[src/rtl/parking_pkg.sv]
// ============================================================================
// Module   : parking_pkg
// Purpose  : Shared types and default sizing for the parking gate arbiter.
// Revision : 1.0 - initial release
// ============================================================================
`default_nettype none

package parking_pkg;

  localparam int CAPACITY_DEF = 10;
  localparam int CNT_W_DEF    = 4;

  typedef enum logic [2:0] {
    IDLE       = 3'd0,
    OPENING    = 3'd1,
    WAIT_PASS  = 3'd2,
    WAIT_CLEAR = 3'd3,
    CLOSING    = 3'd4
  } gate_state_t;

  typedef enum logic {
    DIR_IN  = 1'b0,
    DIR_OUT = 1'b1
  } dir_t;

  function automatic logic gate_is_open(input gate_state_t s);
    return (s == OPENING) || (s == WAIT_PASS) || (s == WAIT_CLEAR);
  endfunction

endpackage

`default_nettype wire

[src/rtl/gate_timer.sv]
// ============================================================================
// Module   : gate_timer
// Purpose  : Loadable down-counter; done is high while the count sits at zero.
// Revision : 1.0 - initial release
// ============================================================================
`default_nettype none

module gate_timer #(
  parameter int TMR_W = 8
) (
  input  logic             clk_2,
  input  logic             reset_n,
  input  logic             load,
  input  logic [TMR_W-1:0] load_value,
  output logic             done
);

  logic [TMR_W-1:0] count;

  always_ff @(posedge clk_2 or negedge reset_n) begin
    if (!reset_n) begin
      count <= '0;
    end else if (load) begin
      count <= load_value;
    end else if (count != '0) begin
      count <= count - TMR_W'(1);
    end
  end

  assign done = (count == '0);

endmodule

`default_nettype wire

[src/rtl/parking_gate_arbiter.sv]
// ============================================================================
// Module   : parking_gate_arbiter
// Purpose  : Single-lane gate sequencer/arbiter with registered occupancy.
//            Optional WAIT_PASS abort enabled by PARKING_GATE_TIMEOUT_EN.
// Revision : 1.0 - initial release
// ============================================================================
`default_nettype none

module parking_gate_arbiter
  import parking_pkg::*;
#(
  parameter int CAPACITY       = CAPACITY_DEF,
  parameter int CNT_W          = CNT_W_DEF,
  parameter int OPEN_CYCLES    = 4,
  parameter int CLOSE_CYCLES   = 4,
  parameter int TIMEOUT_CYCLES = 200,
  parameter int TMR_W          = 8
) (
  input  logic             clk_2,
  input  logic             reset_n,
  input  logic             req_in,
  input  logic             req_out,
  input  logic             car_sensor,
  output logic             grant_in,
  output logic             grant_out,
  output logic             gate_open,
  output logic             busy,
  output logic [CNT_W-1:0] num_cars,
  output logic             full,
  output logic             empty,
  output logic             timeout_evt
);

  localparam logic [CNT_W-1:0] CAP_C    = CNT_W'(CAPACITY);
  // Timers load N-1 so that the state is held for exactly N clocks.
  localparam logic [TMR_W-1:0] OPEN_LD  = TMR_W'(OPEN_CYCLES - 1);
  localparam logic [TMR_W-1:0] CLOSE_LD = TMR_W'(CLOSE_CYCLES - 1);
  localparam logic [TMR_W-1:0] TOUT_LD  = TMR_W'(TIMEOUT_CYCLES - 1);

  gate_state_t      state_q, state_d;
  dir_t             dir_q, dir_d;
  dir_t             last_dir_q, last_dir_d;
  logic [CNT_W-1:0] cars_d;
  logic             tmr_load;
  logic [TMR_W-1:0] tmr_val;
  logic             tmr_done;
  logic             elig_in, elig_out;

  assign elig_in  = req_in  && (num_cars < CAP_C);
  assign elig_out = req_out && (num_cars != '0);

  gate_timer #(
    .TMR_W (TMR_W)
  ) u_timer (
    .clk_2      (clk_2),
    .reset_n    (reset_n),
    .load       (tmr_load),
    .load_value (tmr_val),
    .done       (tmr_done)
  );

`ifdef PARKING_GATE_TIMEOUT_EN
  logic tout_d;
`endif

  always_comb begin
    state_d    = state_q;
    dir_d      = dir_q;
    last_dir_d = last_dir_q;
    cars_d     = num_cars;
    tmr_load   = 1'b0;
    tmr_val    = '0;
`ifdef PARKING_GATE_TIMEOUT_EN
    tout_d     = 1'b0;
`endif
    case (state_q)
      IDLE: begin
        // On a tie the direction not served last time wins.
        if (elig_in && (!elig_out || (last_dir_q == DIR_OUT))) begin
          dir_d    = DIR_IN;
          state_d  = OPENING;
          tmr_load = 1'b1;
          tmr_val  = OPEN_LD;
        end else if (elig_out) begin
          dir_d    = DIR_OUT;
          state_d  = OPENING;
          tmr_load = 1'b1;
          tmr_val  = OPEN_LD;
        end
      end
      OPENING: begin
        if (tmr_done) begin
          state_d  = WAIT_PASS;
          tmr_load = 1'b1;
          tmr_val  = TOUT_LD;
        end
      end
      WAIT_PASS: begin
        if (car_sensor) begin
          state_d = WAIT_CLEAR;
        end
`ifdef PARKING_GATE_TIMEOUT_EN
        else if (tmr_done) begin
          state_d  = CLOSING;
          tout_d   = 1'b1;
          tmr_load = 1'b1;
          tmr_val  = CLOSE_LD;
        end
`endif
      end
      WAIT_CLEAR: begin
        if (!car_sensor) begin
          state_d    = CLOSING;
          last_dir_d = dir_q;
          cars_d     = (dir_q == DIR_IN) ? num_cars + CNT_W'(1)
                                         : num_cars - CNT_W'(1);
          tmr_load   = 1'b1;
          tmr_val    = CLOSE_LD;
        end
      end
      CLOSING: begin
        if (tmr_done) begin
          state_d = IDLE;
        end
      end
      default: state_d = IDLE;
    endcase
  end

  always_ff @(posedge clk_2 or negedge reset_n) begin
    if (!reset_n) begin
      state_q    <= IDLE;
      dir_q      <= DIR_IN;
      last_dir_q <= DIR_OUT;
      num_cars   <= '0;
      full       <= 1'b0;
      empty      <= 1'b1;
      grant_in   <= 1'b0;
      grant_out  <= 1'b0;
      gate_open  <= 1'b0;
      busy       <= 1'b0;
    end else begin
      state_q    <= state_d;
      dir_q      <= dir_d;
      last_dir_q <= last_dir_d;
      num_cars   <= cars_d;
      full       <= (cars_d == CAP_C);
      empty      <= (cars_d == '0);
      grant_in   <= (state_d != IDLE) && (dir_d == DIR_IN);
      grant_out  <= (state_d != IDLE) && (dir_d == DIR_OUT);
      gate_open  <= gate_is_open(state_d);
      busy       <= (state_d != IDLE);
    end
  end

`ifdef PARKING_GATE_TIMEOUT_EN
  always_ff @(posedge clk_2 or negedge reset_n) begin
    if (!reset_n) begin
      timeout_evt <= 1'b0;
    end else begin
      timeout_evt <= tout_d;
    end
  end
`else
  assign timeout_evt = 1'b0;
`endif

endmodule

`default_nettype wire

[config.mk]
export PLATFORM = sky130hd
export DESIGN_NAME = parking_gate_arbiter
export DESIGN_NICKNAME = d
export VERILOG_FILES = /design/src/rtl/parking_pkg.sv /design/src/rtl/gate_timer.sv /design/src/rtl/parking_gate_arbiter.sv
export SDC_FILE = /design/constraint.sdc
export NUM_CORES = 1
export LEC_CHECK = 0
export ABC_CLOCK_PERIOD_IN_PS = 1970
export BUFFER_PORTS_ARGS = -buffer_cell sky130_fd_sc_hd__buf_2
export CAP_MARGIN = 25
export CORE_MARGIN = 2
export CORE_UTILIZATION = 50
export CTS_CLUSTER_SIZE = 40
export DETAILED_ROUTE_END_ITERATION = 16
export PLACE_DENSITY = 0.8
export SLEW_MARGIN = 20
export SYNTH_ARGS = -nofsm -noshare
export SYNTH_HDL_FRONTEND = slang
export SYNTH_SLANG_ARGS = --single-unit
[constraint.sdc]
create_clock -name clk_2 -period 1.97 [get_ports clk_2]
set_input_delay 0.2955 -clock clk_2 [delete_from_list [all_inputs] [get_ports clk_2]]
set_output_delay 0.2955 -clock clk_2 [all_outputs]
set_load 0.1 [all_outputs]
==> out/metrics.yaml <==
clocking:
  insertion_delay_ns: 0.32
  numCtsBuffers: 3
  htreeDepth: 1
  cts_sinks: 23
  cts_tree: "built"
  cts-resized-gates: 0
  clkTransAtPathRegs_ns: 0.13
  clock_path_buffers: 2
  clockRootBuffer: "clkbuf_4"
die:
  core-area_um2: 2430
  die_height_um: 54
  rows: 18
  die_x_um: 54
  start_util_pct: 51.4
  die_area_um2: 2920
  ioPinCount: 16
sta:
  setup_viol: 0
  relSlewSlack_pct: 65.5
  finClkSkew_ns: 0.0165
  period_share_pct: 93.4
  fmax_mhz: 544
  period_minus_slack_ns: 1.84
  finalHoldViolCount: 0
  fin_setup_tns_ns: 0
  worstMarginPinSlew_ns: 0.517
  slew_violations: 0
min_path:
  hold-path-cell-count: 3
  min-delay-start: "car_sensor"
  hold_path_class: "in2reg"
  hold_path_end: "state_q[0]"
layout:
  area_growth_pct: 11.8
  fillers: 215
  drive_gt1_share_pct: 24.5
  postLayoutCellArea_um2: 1400
  multi_input_area_um2: 612
  nets: 154
  final-seq-area_um2: 586
  antenna_cells: 0
synth:
  yosys_warnings: 0
  synth_edf_count: 0
  ys.flop_type: "dfrtp_1"
  syn-num-nets: 135
  ys_ff_latch: 23
  ys_async_sr_fraction_pct: 100
  synth.area.top_cells: "dfrtp_1 42%, dfstp_2 4.2%, ha_1 4.0%, a21oi_1 3.6%, o21ai_0 2.8%"
  synth_top_area_share_pct: 42.0
  synth.distinct_cells: 46
  syn_area_um2: 1250
  synth.largest_area_cell: "dfrtp_1"
  synth.avg_cell_area_um2: 10.0
  netlist_instances: 125
  ys_seq_area_share_pct: 46.2
routing:
  drt_pass1_iterations: 4
  drt_iter0_markers: 11
  drc_errors: 0
  vias: 989
  wl_per_cell_um: 14.7
  wl_um: 2540
  ant_nets: 0
  viasPerCell: 5.72
global_route:
  grt_pass1_vias: 902
  grt_pass1_wl_um: 4110
  grt_max_degree: 24
  globalRouteTotalUtil_pct: 19.7
  antenna_found_initial: 0
  grt-ovfl-total: 0
critical_path:
  r2r_slack_ns: 0.13
  timing.rr.start: "num_cars[2]"
  cp_max_fo: 6
  critical_path.cell_chain: "ha_1, a21oi_1, a211o_1, nand3_1, nor4bb_1"
  critPathKind: "reg2reg"
  crit_required_ns: 2.19
  end_kind: "flop"
  worstPathArrival_ns: 2.06
  reg2regPathDepth: 5
  crit_slowest_cell: "dfrtp_2"
  startpoint_type: "flop"
  slowest_delay_ns: 0.47
  r2r-end: "empty"
placement:
  dpl-instance-area_um2: 1350
  place.gp.congestion: 0.882
  dpl.hpwl_um: 1880
  io_buffers: 14
flow_run:
  max_cap_viol_count: 0
status:
  outcome: "completed"
-- worst max-delay path: cells and delay by family (launching register included) --
kind                       cells  cell delay [ns]
adders and majority gates      1             0.34
DFF                            1             0.47
AOI/OAI and AO/OA              2             0.42
and+or+nand+nor                2             0.51
-- through the flow --
step           util, %  setup WS, ns  std cells  hold slack, ns
2_1_floorplan        -        0.0331        125      -0.0000911
3_3_place_gp      55.3         0.156        166           0.292
3_5_place_dp      55.3         0.127        166           0.300
4_1_cts           56.8         0.101        171           0.241
5_1_grt           57.5       -0.0103        173           0.290
6_report          57.5         0.130        173           0.243
-- registers in the layout, indices dropped and copies added (netlist names) --
name           flops
u_timer.count      8
num_cars           4
state_q            3
busy               1
dir_q              1
empty              1
full               1
gate_open          1
grant_in           1
grant_out          1
last_dir_q         1
-- worst max path at each step --
stage | from | end | slack [ns] | cells after the start
2_1_floorplan | num_cars[1] | empty | 0.03 | 6
3_3_place_gp | num_cars[0] | u_timer.count[1] | 0.16 | 4
3_5_place_dp | num_cars[0] | empty | 0.13 | 6
4_1_cts | num_cars[0] | empty | 0.10 | 6
5_1_grt | num_cars[2] | empty | -0.01 | 5
6_report | num_cars[2] | empty | 0.13 | 5
-- cells in the final DEF (no fill, tap or decap), types with 3 or more instances in the layout --
master / n
o21ai_0: 7
nor3_1: 4
or3_1: 3
xnor2_1: 4
nand3_1: 4
nand2_1: 6
dfrtp_2: 3
buf_2: 14
clkbuf_4: 3
inv_1: 9
a21oi_1: 9
ha_1: 4
nor2_1: 8
dfrtp_1: 17
buf_4: 3
-- per-layer routing --
layer,routed length (µm),track usage [%],vias to the layer above
met4,31,7.50,0
met5,0,0,-
met3,86,2.50,4
li1,-,-,480
met1,1130,24.9,479
met2,1290,33.9,26
-- cell usage after synthesis (2+ instances only) --
cell	n
dfrtp_1	21
a21oi_1	9
inv_1	9
nor2_1	8
o21ai_0	7
nand2_1	6
ha_1	4
nand3_1	4
nor3_1	4
xnor2_1	4
or3_1	3
a221oi_1	2
a31oi_1	2
clkbuf_1	2
dfstp_2	2
mux2i_1	2
nand2b_1	2
nor2b_1	2
nor3b_1	2
o31ai_1	2
or3_2	2
or3b_2	2
-- cells by family after synthesis --
family	after synthesis	share of synthesized area, %
DFF	23	46.2
and+or+nand+nor	45	21.4
muxes	2	1.60
xor gates and xnor gates	5	3.50
AOI/OAI and AO/OA	31	16.5
adders and majority gates	5	5.61
buffers and inverters	13	4.80
other	1	0.300
-- cell type report --
cell class / count / share of cell area, %
multi-input combinational: 89 / 43.8
inverter: 9 / 2.42
tap: 30 / 2.69
clock buffer: 4 / 1.88
sequential: 23 / 41.9
timing repair buffer: 18 / 7.34
-- timing repair --
| item | in CTS | in global routing |
|---|---|---|
| hold endpoints to repair | 21 | 0 |
| hold buffers | 1 | 0 |
| buffers inserted | 0 | 2 |
| setup endpoints to repair | 0 | 1 |
Power is left out: the tool's default activity adds up to more than one toggle a clock period on the data nets, which glitch-free logic cannot reach.
